$ cat src/rtl/cam_driver.sv
// cam_driver: command-level initiator for the cam block, with an occupancy bitmap for INSERT/FLUSH.
// Optional hit/miss statistics ports are enabled by defining CAM_DRIVER_STATS_EN.
package cam_driver_pkg;
    localparam int CAM_KEY_WIDTH  = 32;
    localparam int CAM_ADDR_WIDTH = 4;

    typedef struct packed {
        logic [CAM_ADDR_WIDTH-1:0] addr;
        logic                      addr_vld;
        logic                      we;
        logic [CAM_KEY_WIDTH-1:0]  data;
        logic                      data_vld;
    } cam_req_t;

    typedef struct packed {
        logic [CAM_ADDR_WIDTH-1:0] addr;
        logic                      addr_vld;
        logic [CAM_KEY_WIDTH-1:0]  data;
        logic                      data_vld;
    } cam_resp_t;

    localparam logic [2:0] OP_READ   = 3'd0;
    localparam logic [2:0] OP_WRITE  = 3'd1;
    localparam logic [2:0] OP_DELETE = 3'd2;
    localparam logic [2:0] OP_SEARCH = 3'd3;
    localparam logic [2:0] OP_INSERT = 3'd4;
    localparam logic [2:0] OP_FLUSH  = 3'd5;
endpackage

module cam_driver
    import cam_driver_pkg::*;
#(
    parameter int KEY_WIDTH  = CAM_KEY_WIDTH,
    parameter int KEY_DEPTH  = 16,
    parameter int ADDR_WIDTH = $clog2(KEY_DEPTH)
) (
    input  logic                  clk,
    input  logic                  rst,
    input  logic                  cmd_valid,
    output logic                  cmd_ready,
    input  logic [2:0]            cmd_op,
    input  logic [ADDR_WIDTH-1:0] cmd_addr,
    input  logic [KEY_WIDTH-1:0]  cmd_key,
    output logic                  rsp_valid,
    input  logic                  rsp_ready,
    output logic                  rsp_hit,
    output logic [ADDR_WIDTH-1:0] rsp_addr,
    output logic [KEY_WIDTH-1:0]  rsp_key,
    output logic                  rsp_full,
    output logic                  rsp_err,
`ifdef CAM_DRIVER_STATS_EN
    output logic [31:0]           stat_hit,
    output logic [31:0]           stat_miss,
`endif
    output cam_req_t              cam_req,
    input  cam_resp_t             cam_resp
);
    typedef enum logic [2:0] {S_IDLE, S_ISSUE, S_INS_WR, S_FLUSH, S_RESP} state_t;

    localparam logic [ADDR_WIDTH:0]   DEPTH_EXT = (ADDR_WIDTH+1)'(KEY_DEPTH);
    localparam logic [ADDR_WIDTH-1:0] LAST_IDX  = ADDR_WIDTH'(KEY_DEPTH - 1);

    state_t                r_state, w_next_state;
    logic [2:0]            r_op;
    logic [ADDR_WIDTH-1:0] r_addr, r_ins_addr, r_flush_cnt, w_free_addr;
    logic [KEY_WIDTH-1:0]  r_key;
    logic [KEY_DEPTH-1:0]  r_occ;
    logic                  r_rsp_valid, r_rsp_hit, r_rsp_full, r_rsp_err;
    logic [ADDR_WIDTH-1:0] r_rsp_addr;
    logic [KEY_WIDTH-1:0]  r_rsp_key;
    logic                  w_err, w_full, w_flush_done, w_rsp_load;
    logic                  w_rsp_hit, w_rsp_full, w_rsp_err;
    logic [ADDR_WIDTH-1:0] w_rsp_addr;
    logic [KEY_WIDTH-1:0]  w_rsp_key;
    logic                  w_unused;

    function automatic logic [ADDR_WIDTH-1:0] lowest_free(input logic [KEY_DEPTH-1:0] occ);
        lowest_free = '0;
        for (int i = KEY_DEPTH - 1; i >= 0; i--) begin
            if (!occ[i]) lowest_free = ADDR_WIDTH'(i);
        end
    endfunction

    assign w_unused     = cam_resp.data_vld;
    assign w_full       = &r_occ;
    assign w_free_addr  = lowest_free(r_occ);
    assign w_err        = (r_op > OP_FLUSH) ||
                          ((r_op <= OP_DELETE) && ({1'b0, r_addr} >= DEPTH_EXT));
    assign w_flush_done = (r_state == S_FLUSH) && (r_flush_cnt == LAST_IDX);
    assign w_rsp_load   = (w_next_state == S_RESP) && (r_state != S_RESP);

    assign cmd_ready = (r_state == S_IDLE) && !rst;
    assign rsp_valid = r_rsp_valid;
    assign rsp_hit   = r_rsp_hit;
    assign rsp_addr  = r_rsp_addr;
    assign rsp_key   = r_rsp_key;
    assign rsp_full  = r_rsp_full;
    assign rsp_err   = r_rsp_err;

    // State register
    always_ff @(posedge clk) begin
        if (rst) r_state <= S_IDLE;
        else     r_state <= w_next_state;
    end

    // Next-state decode; INSERT only detours through INS_WR on a miss with a free slot
    always_comb begin
        w_next_state = r_state;
        case (r_state)
            S_IDLE:   if (cmd_valid) w_next_state = S_ISSUE; else w_next_state = S_IDLE;
            S_ISSUE: begin
                if (w_err)                      w_next_state = S_RESP;
                else if (r_op == OP_FLUSH)      w_next_state = S_FLUSH;
                else if ((r_op == OP_INSERT) && !cam_resp.addr_vld && !w_full)
                                                w_next_state = S_INS_WR;
                else                            w_next_state = S_RESP;
            end
            S_INS_WR: w_next_state = S_RESP;
            S_FLUSH:  if (w_flush_done) w_next_state = S_RESP; else w_next_state = S_FLUSH;
            S_RESP:   if (rsp_ready) w_next_state = S_IDLE; else w_next_state = S_RESP;
            default:  w_next_state = S_IDLE;
        endcase
    end

    // CAM request decode from state and latched command only
    always_comb begin
        cam_req = '0;
        case (r_state)
            S_ISSUE: begin
                if (!w_err) begin
                    case (r_op)
                        OP_READ:   begin cam_req.addr = r_addr; cam_req.addr_vld = 1'b1; end
                        OP_WRITE:  begin
                            cam_req.addr = r_addr; cam_req.addr_vld = 1'b1; cam_req.we = 1'b1;
                            cam_req.data = r_key;  cam_req.data_vld = 1'b1;
                        end
                        OP_DELETE: begin cam_req.addr = r_addr; cam_req.addr_vld = 1'b1; cam_req.we = 1'b1; end
                        OP_SEARCH, OP_INSERT: cam_req.data = r_key;
                        default:   cam_req = '0;
                    endcase
                end else begin
                    cam_req = '0;
                end
            end
            S_INS_WR: begin
                cam_req.addr = r_ins_addr; cam_req.addr_vld = 1'b1; cam_req.we = 1'b1;
                cam_req.data = r_key;      cam_req.data_vld = 1'b1;
            end
            S_FLUSH:  begin cam_req.addr = r_flush_cnt; cam_req.addr_vld = 1'b1; cam_req.we = 1'b1; end
            default:  cam_req = '0;
        endcase
    end

    // Result fields for the cycle that enters RESP
    always_comb begin
        w_rsp_hit  = 1'b0;
        w_rsp_addr = '0;
        w_rsp_key  = '0;
        w_rsp_full = 1'b0;
        w_rsp_err  = 1'b0;
        case (r_state)
            S_ISSUE: begin
                if (w_err) begin
                    w_rsp_err = 1'b1;
                end else begin
                    case (r_op)
                        OP_READ:   begin w_rsp_hit = r_occ[r_addr]; w_rsp_addr = r_addr; w_rsp_key = cam_resp.data; end
                        OP_WRITE:  begin w_rsp_hit = r_occ[r_addr]; w_rsp_addr = r_addr; w_rsp_key = r_key; end
                        OP_DELETE: begin w_rsp_hit = r_occ[r_addr]; w_rsp_addr = r_addr; end
                        OP_SEARCH, OP_INSERT: begin
                            w_rsp_hit  = cam_resp.addr_vld;
                            w_rsp_addr = cam_resp.addr_vld ? cam_resp.addr : '0;
                            w_rsp_key  = r_key;
                            w_rsp_full = (r_op == OP_INSERT) && !cam_resp.addr_vld && w_full;
                        end
                        default:   w_rsp_err = 1'b0;
                    endcase
                end
            end
            S_INS_WR: begin w_rsp_addr = r_ins_addr; w_rsp_key = r_key; end
            S_FLUSH:  w_rsp_addr = LAST_IDX;
            default:  w_rsp_err = 1'b0;
        endcase
    end

    // Response registers, held until the handshake
    always_ff @(posedge clk) begin
        if (rst) begin
            r_rsp_valid <= 1'b0; r_rsp_hit <= 1'b0; r_rsp_addr <= '0;
            r_rsp_key   <= '0;   r_rsp_full <= 1'b0; r_rsp_err <= 1'b0;
        end else if (w_rsp_load) begin
            r_rsp_valid <= 1'b1;       r_rsp_hit  <= w_rsp_hit;  r_rsp_addr <= w_rsp_addr;
            r_rsp_key   <= w_rsp_key;  r_rsp_full <= w_rsp_full; r_rsp_err  <= w_rsp_err;
        end else if (r_rsp_valid && rsp_ready) begin
            r_rsp_valid <= 1'b0;
        end
    end

    // Command capture, occupancy bitmap, insert slot and flush counter
    always_ff @(posedge clk) begin
        if (rst) begin
            r_op <= 3'd0; r_addr <= '0; r_key <= '0;
            r_occ <= '0; r_ins_addr <= '0; r_flush_cnt <= '0;
        end else begin
            case (r_state)
                S_IDLE: begin
                    if (cmd_valid) begin r_op <= cmd_op; r_addr <= cmd_addr; r_key <= cmd_key; end
                end
                S_ISSUE: begin
                    if (!w_err && (r_op == OP_WRITE))  r_occ[r_addr] <= 1'b1;
                    if (!w_err && (r_op == OP_DELETE)) r_occ[r_addr] <= 1'b0;
                    if (!w_err && (r_op == OP_INSERT)) r_ins_addr <= w_free_addr;
                end
                S_INS_WR: r_occ[r_ins_addr] <= 1'b1;
                S_FLUSH: begin
                    if (w_flush_done) begin r_flush_cnt <= '0; r_occ <= '0; end
                    else              r_flush_cnt <= r_flush_cnt + 1'b1;
                end
                default: r_flush_cnt <= r_flush_cnt;
            endcase
        end
    end

`ifdef CAM_DRIVER_STATS_EN
    logic [31:0] r_stat_hit, r_stat_miss;
    logic        w_stat_ev;

    assign w_stat_ev = r_rsp_valid && rsp_ready && !r_rsp_err &&
                       ((r_op == OP_SEARCH) || (r_op == OP_INSERT));
    assign stat_hit  = r_stat_hit;
    assign stat_miss = r_stat_miss;

    // Saturating hit/miss counters for SEARCH and INSERT results
    always_ff @(posedge clk) begin
        if (rst || w_flush_done) begin
            r_stat_hit <= 32'd0; r_stat_miss <= 32'd0;
        end else if (w_stat_ev && r_rsp_hit) begin
            if (r_stat_hit != 32'hFFFF_FFFF) r_stat_hit <= r_stat_hit + 32'd1;
        end else if (w_stat_ev) begin
            if (r_stat_miss != 32'hFFFF_FFFF) r_stat_miss <= r_stat_miss + 32'd1;
        end
    end
`endif
endmodule

$ cat config.mk
export PLATFORM = sky130hd
export DESIGN_NAME = cam_driver
export DESIGN_NICKNAME = d
export VERILOG_FILES = /design/src/rtl/cam_driver.sv
export SDC_FILE = /design/constraint.sdc
export NUM_CORES = 1
export LEC_CHECK = 0
export ABC_AREA = 1
export CELL_PAD_IN_SITES_DETAIL_PLACEMENT = 1
export CELL_PAD_IN_SITES_GLOBAL_PLACEMENT = 2
export CORE_MARGIN = 2
export CORE_UTILIZATION = 26
export CTS_BUF_LIST = sky130_fd_sc_hd__clkbuf_16
export DETAILED_ROUTE_END_ITERATION = 8
export PLACE_DENSITY = 0.83
export SLEW_MARGIN = 20
export SYNTH_ARGS = -nofsm -noshare
export SYNTH_HDL_FRONTEND = slang
export SYNTH_SLANG_ARGS = --single-unit
$ cat constraint.sdc
create_clock -name clk -period 1.9 [get_ports clk]
set_input_delay 0.285 -clock clk [delete_from_list [all_inputs] [get_ports clk]]
set_output_delay 0.285 -clock clk [all_outputs]
set_load 0.01 [all_outputs]
==> results of run 1 <==
-- sequential cells by signal, summed over array words and instances, names as in the netlist --
| name | cells |
|---|---|
| rsp_full | 1 |
| r_ins_addr | 4 |
| rsp_addr | 4 |
| r_key | 32 |
| r_occ | 16 |
| rsp_key | 32 |
| rsp_err | 1 |
| r_flush_cnt | 4 |
| rsp_hit | 1 |
| r_state | 3 |
| r_op | 3 |
| rsp_valid | 1 |
| r_addr | 4 |
-- worst register-to-register path, delay by kind of cell (launching register included) --
kind,cells,cell delay [ps]
compound gates,3,380
buf+inv,3,350
flops,1,350
simple gates,6,830
-- cell families (layout without fill, tap and decap cells) --
kind of cell,count (synthesis),in the layout,share of synthesized area (%)
buffers and inverters,147,455,10.5
adder cells (fa/ha/maj),1,1,0.217
other,0,1,0
flip-flops,106,106,36.8
AND/OR/NAND/NOR,193,193,15.1
AO/OA/AOI/OAI,373,373,37.4
-- metal layers --
layer | global-route usage [%] | vias up
met2 | 41.8 | 226
li1 | - | 3509
met4 | 9.92 | 2
met3 | 6.95 | 54
met5 | 0 | -
met1 | 28.4 | 3684
-- per-stage QoR --
step / util, % / std cells
2_1_floorplan: - / 820
3_3_place_gp: 39.0 / 1322
3_5_place_dp: 39.0 / 1322
4_1_cts: 46.6 / 1395
5_1_grt: 49.6 / 1409
6_report: 49.6 / 1409
-- cells in the mapped netlist (3+ instances only) --
master and n:
nor2_4 3, nand4_1 3, a31o_2 32, o22ai_1 4, nand3_1 48, dfxtp_1 106, nor2_2 4, inv_2 6
o221ai_1 4, nand2_1 68, nor2_1 56, o21ai_0 113, a21oi_1 134, buf_2 11, a22oi_1 4, o211ai_1 21
a221oi_1 16, o21ai_1 34, inv_1 82, clkbuf_1 41, buf_6 4
-- timing repair --
item | CTS | global route
endpoints found under the setup margin | 73 | 98
pin swaps | 37 | 35
resized for setup | 346 | 133
cloned | 11 | 4
setup buffers | 50 | 15
endpoints found under the hold margin | 0 | 0
-- how the worst min path moves through the flow --
stage / start / to / depth (start not counted)
floorplan: r_key[10]$_SDFFE_PP0P_ / r_key[10]$_SDFFE_PP0P_ / 2
global placement: rsp_hit$_SDFFE_PP0P_ / rsp_hit$_SDFFE_PP0P_ / 2
detailed placement: rsp_hit$_SDFFE_PP0P_ / rsp_hit$_SDFFE_PP0P_ / 2
CTS: rsp_hit$_SDFFE_PP0P_ / rsp_hit$_SDFFE_PP0P_ / 2
global route: rsp_hit$_SDFFE_PP0P_ / rsp_hit$_SDFFE_PP0P_ / 2
finish: rsp_err$_SDFFE_PP0P_ / rsp_err$_SDFFE_PP0P_ / 2
-- area by class of cell --
type / count / area [um2]
clock inverters: 6 / 46.3
well taps: 280 / 350
clock buffers: 9 / 225
repair buffers: 349 / 3650
flip-flops and latches: 106 / 2150
diodes: 1 / 2.50
multi-input cells: 567 / 4020
repair inverters: 2 / 17.5
fillers: 2557 / 11000
inverters: 89 / 359
-- cell usage in the layout (no fill, tap or decap), types with 21 or more instances in the layout --
master | netlist | routed
inv_1 | 82 | 78
o21ai_0 | 113 | 102
o211ai_1 | 21 | 21
buf_12 | 0 | 22
buf_6 | 4 | 45
clkdlybuf4s50_1 | 0 | 119
nand3_1 | 48 | 41
nor2_4 | 3 | 34
buf_4 | 2 | 135
dfxtp_1 | 106 | 92
a31o_4 | 0 | 32
a21oi_1 | 134 | 112
nand2_1 | 68 | 64
-- power by group through the flow --
| stage | combinational [mW] | clock, mW | sequential, mW |
|---|---|---|---|
| floorplan | 0.854 | 0 | 2.65 |
| global placement | 1.82 | 0 | 2.60 |
| detailed placement | 1.86 | 0 | 2.61 |
| CTS | 2.32 | 1.88 | 2.58 |
| global route | 2.77 | 1.95 | 2.64 |
| finish | 2.60 | 1.86 | 2.61 |
==> impl_metrics.ini, run 1 <==
[pwr]
pwr-share-clk_pct = 26.2
comb_power_share_pct = 36.8
p_total_mw = 7.07
p_int_mw = 4.54
ir_worst_vdd_mv = 0.403
switchingPower_mw = 2.53
p_sw_share_pct = 35.7
leakage_nw = 4.18
power.density_nw_per_um2 = 654
power_frac_seq_pct = 37.0

[route]
vias_per_cell = 5.31
wl_met3_um = 1870
antenna_left = 0
finalWirelength_um = 30900
dr_wl_met2_um = 15700
highest-signal-layer = met5
drc = 0
drt-met1-wl_um = 12400
vias = 7475
firstDrtPassIters = 4
drt_iter0_markers = 436
routedWlPerCell_um = 22.0

[timing]
finalCriticalPeriod_ps = 2080
slew_headroom_pct = 69.9
worst_pin_slew_ps = 451
setup_slack_ps = -176
rsz0062_at_grt = true
whs_ps = 474
fin_setup_tns_ps = -4540
fmax_mhz = 482
fin_crit_sh_pct = 109
slew_viol_final = 0
finalSetupViolCount = 57
hold_viol_final = 0
finClkSkew_ps = 18.5

[global_routing]
first_global_vias = 8027
grt_pass1_wl_um = 45000
track_usage_pct = 24.3
antenna_found_initial = 2
overflow = 0
grt_max_degree = 50

[setup_path]
cp.arrival_ps = 1790
crit_path_top_delay_cell = dfxtp_2
path_buf_inv = 6
cp_common_cell = buf_12
setup.worst_path.start_class = register
cp.depth = 8
required_ps = 1620
critPathMaxFanout = 5
critPathLaunch = r_state[1]$_SDFF_PP0_
reg2reg_depth = 12
r2r_start = r_occ[15]$_SDFFE_PP0P_
cpPeakStageDelay_ps = 340
path_delay_family = buffers and inverters
worstPathCellList = buf_6 > nor3_4 > buf_12 > buf_12 > buf_12 > buf_12 > a31o_4 > buf_6
endpoint_kind = output port
critical_path_class = reg -> out
worst-r2r-setup-slack_ps = -70
r2r_end = rsp_key[14]$_SDFFE_PP0P_
cp-endpoint = cam_req[27]

[run_status]
violations = negative setup slack
status = complete, but fails checks

[clock_tree]
cts.sinks = 106
clock_latency_ps = 360
clk_pin_slew_ps = 80
cts_buffers = 9
hold_buffers = 0
h-tree-depth = 3
cts_tree = done
cts_root_buf = clkbuf_16
cts.path.max_buffers = 2

[die]
num_rows = 54
core_area_um2 = 21800
die_x_um = 153
io_pins = 161
dieArea_um2 = 23400
initial_utilization_pct = 26.5
chipHeight_um = 153

[logic_synthesis]
synth_area_leaders = dfxtp_1, a21oi_1, o21ai_0
avgSynthCellArea_um2 = 7.04
synth_nets = 902
yosys_register_bits = 106
ys.flop_type = dfxtp_1
synth_cells = 820
synth-async-reset-ratio_pct = 0
netlist.area_leader.share_pct = 36.8
yosysWarningCount = 0
synth_edf_count = 0
synth_top_area_cell = dfxtp_1
ys_types = 39
yosysSeqAreaShare_pct = 36.8
syn-cell-area_um2 = 5770

[placement]
port_buffers = 159
gp_congestion = 0.815
dp_hpwl_um = 17500
dpl_cell_area_um2 = 8510
pre_cts_slack_ps = -255

[finish]
final_cell_area_um2 = 10800
drive_gt1_share_pct = 37.5
synthToLayoutAreaGrowth_pct = 87.3
layout.nets = 1206

[flow_run]
drv_cap = 0

[min_path]
hp-class = reg -> reg
Note: power is estimated with default switching activity, not from simulation.
==> inputs of run 2 (changes only) <==
MAX_ROUTING_LAYER = met4   (was unset)
==> impl_metrics.ini, run 2 (synthesized netlist as in run 1, its figures left out) <==
[run_status]
status = complete, but fails checks
violations = negative setup slack

[setup_path]
worstPathCellList = buf_6 > nor3_4 > buf_12 > buf_12 > buf_12 > buf_12 > a31o_4 > buf_6
endpoint_kind = output port
critical_path_class = reg -> out
cp_common_cell = buf_12
cpPeakStageDelay_ps = 340
path_buf_inv = 6
required_ps = 1620
setup.worst_path.start_class = register
crit_path_top_delay_cell = dfxtp_2
cp.arrival_ps = 1800
path_delay_family = buffers and inverters
critPathMaxFanout = 5

[clock_tree]
cts.path.max_buffers = 2
cts_root_buf = clkbuf_16
cts.sinks = 106
h-tree-depth = 3
cts_tree = done
clk_pin_slew_ps = 80
clock_latency_ps = 370
cts_buffers = 9

[timing]
fin_setup_tns_ps = -4460
finClkSkew_ps = 16.6
setup_slack_ps = -187
worst_pin_slew_ps = 462
fin_crit_sh_pct = 110
slew_viol_final = 0
hold_viol_final = 0
fmax_mhz = 479
finalCriticalPeriod_ps = 2090
finalSetupViolCount = 51
rsz0062_at_grt = true
slew_headroom_pct = 69.2

[die]
die_x_um = 153
initial_utilization_pct = 26.5
num_rows = 54
io_pins = 161
core_area_um2 = 21800
chipHeight_um = 153
dieArea_um2 = 23400

[finish]
final_common_cell = buf_4
final_cells = 1407
multiInputGateArea_um2 = 3990
seqCellArea_um2 = 2150
layout_common_cells = buf_4, clkdlybuf4s50_1, a21oi_1
fill_cells = 2570
synthToLayoutAreaGrowth_pct = 86.6
final_util_pct = 49.4
layout.nets = 1204
drive_gt1_share_pct = 37.3

[route]
drt_iter0_markers = 308
routedWlPerCell_um = 21.8
vias_per_cell = 5.26
drc = 0
finalWirelength_um = 30700
firstDrtPassIters = 4
vias = 7402
antenna_left = 0

[pwr]
comb_power_share_pct = 36.7
switchingPower_mw = 2.52
power.density_nw_per_um2 = 655
ir_worst_vdd_mv = 0.411
leakage_nw = 4.16
power_frac_seq_pct = 37.0
pwr-share-clk_pct = 26.3
p_total_mw = 7.06
p_int_mw = 4.54
p_sw_share_pct = 35.7

[global_routing]
antenna_found_initial = 1
track_usage_pct = 25.0
grt_max_degree = 50
overflow = 0
grt_pass1_wl_um = 45000
first_global_vias = 8043

[min_path]
hp-class = reg -> reg

[placement]
placed_cells = 1322
gp_congestion = 0.827
dp_hpwl_um = 17500
port_buffers = 159
pre_cts_slack_ps = -255

[flow_run]
drv_cap = 0
run 2: per-layer routing:
metal  wire length (um)  track usage [%]  up-vias
met3               1710             7.17       59
met1              12400             28.5     3648
met2              15700             41.7      195
met4                897             9.30        0
met5                  0                -        -
li1                   -                -     3500
run 2: power groups by stage:
stage	Sequential (mW)	Clock [mW]	Combinational, mW
final	2.61	1.86	2.59
after global routing	2.63	1.96	2.77
after CTS	2.58	1.88	2.32
after detailed placement	2.61	0	1.86
after global placement	2.60	0	1.82
after floorplan	2.65	0	0.854
run 2: worst register-to-register path, delay by kind of cell, from the launching register on:
| kind | cells | cell delay, ps |
|---|---|---|
| buffers and inverters | 4 | 510 |
| AND/OR/NAND/NOR | 6 | 700 |
| flip-flops | 1 | 360 |
| AO/OA/AOI/OAI | 3 | 280 |
run 2: final cells by class:
| cell class | count | area share [%] |
|---|---|---|
| Inverter | 89 | 3.33 |
| Sequential cell | 106 | 19.9 |
| Multi-Input combinational cell | 567 | 37.1 |
| Clock buffer | 9 | 2.09 |
| Antenna cell | 1 | 0.0232 |
| Tap cell | 280 | 3.25 |
| Timing Repair Buffer | 347 | 33.7 |
| Timing Repair inverter | 2 | 0.163 |
| Clock inverter | 6 | 0.430 |
run 2: final timing paths:
check,start,depth (start not counted),endpoint,slack (ps)
worst max-delay path,r_state[1]$_SDFF_PP0_,8,cam_req[27],-190
worst min-delay path,rsp_err$_SDFFE_PP0P_,2,rsp_err$_SDFFE_PP0P_,470
worst max register to register,r_op[1]$_SDFFE_PP0P_,13,rsp_key[8]$_SDFFE_PP0P_,-60
worst min register to register,rsp_err$_SDFFE_PP0P_,2,rsp_err$_SDFFE_PP0P_,470
run 2: stage by stage:
stage	instance area [um2]	hold WS, ps
2_1_floorplan	5770	460
3_3_place_gp	8510	455
3_5_place_dp	8510	457
4_1_cts	10200	469
5_1_grt	10800	482
6_report	10800	472
run 2: what timing repair did:
item | CTS | global route
endpoints found under the hold margin | 0 | 0
buffers inserted | 50 | 13
resized for setup | 346 | 130
hold buffers | 0 | 0
pin swaps | 37 | 34
gates cloned | 11 | 4
setup endpoints to repair | 73 | 98
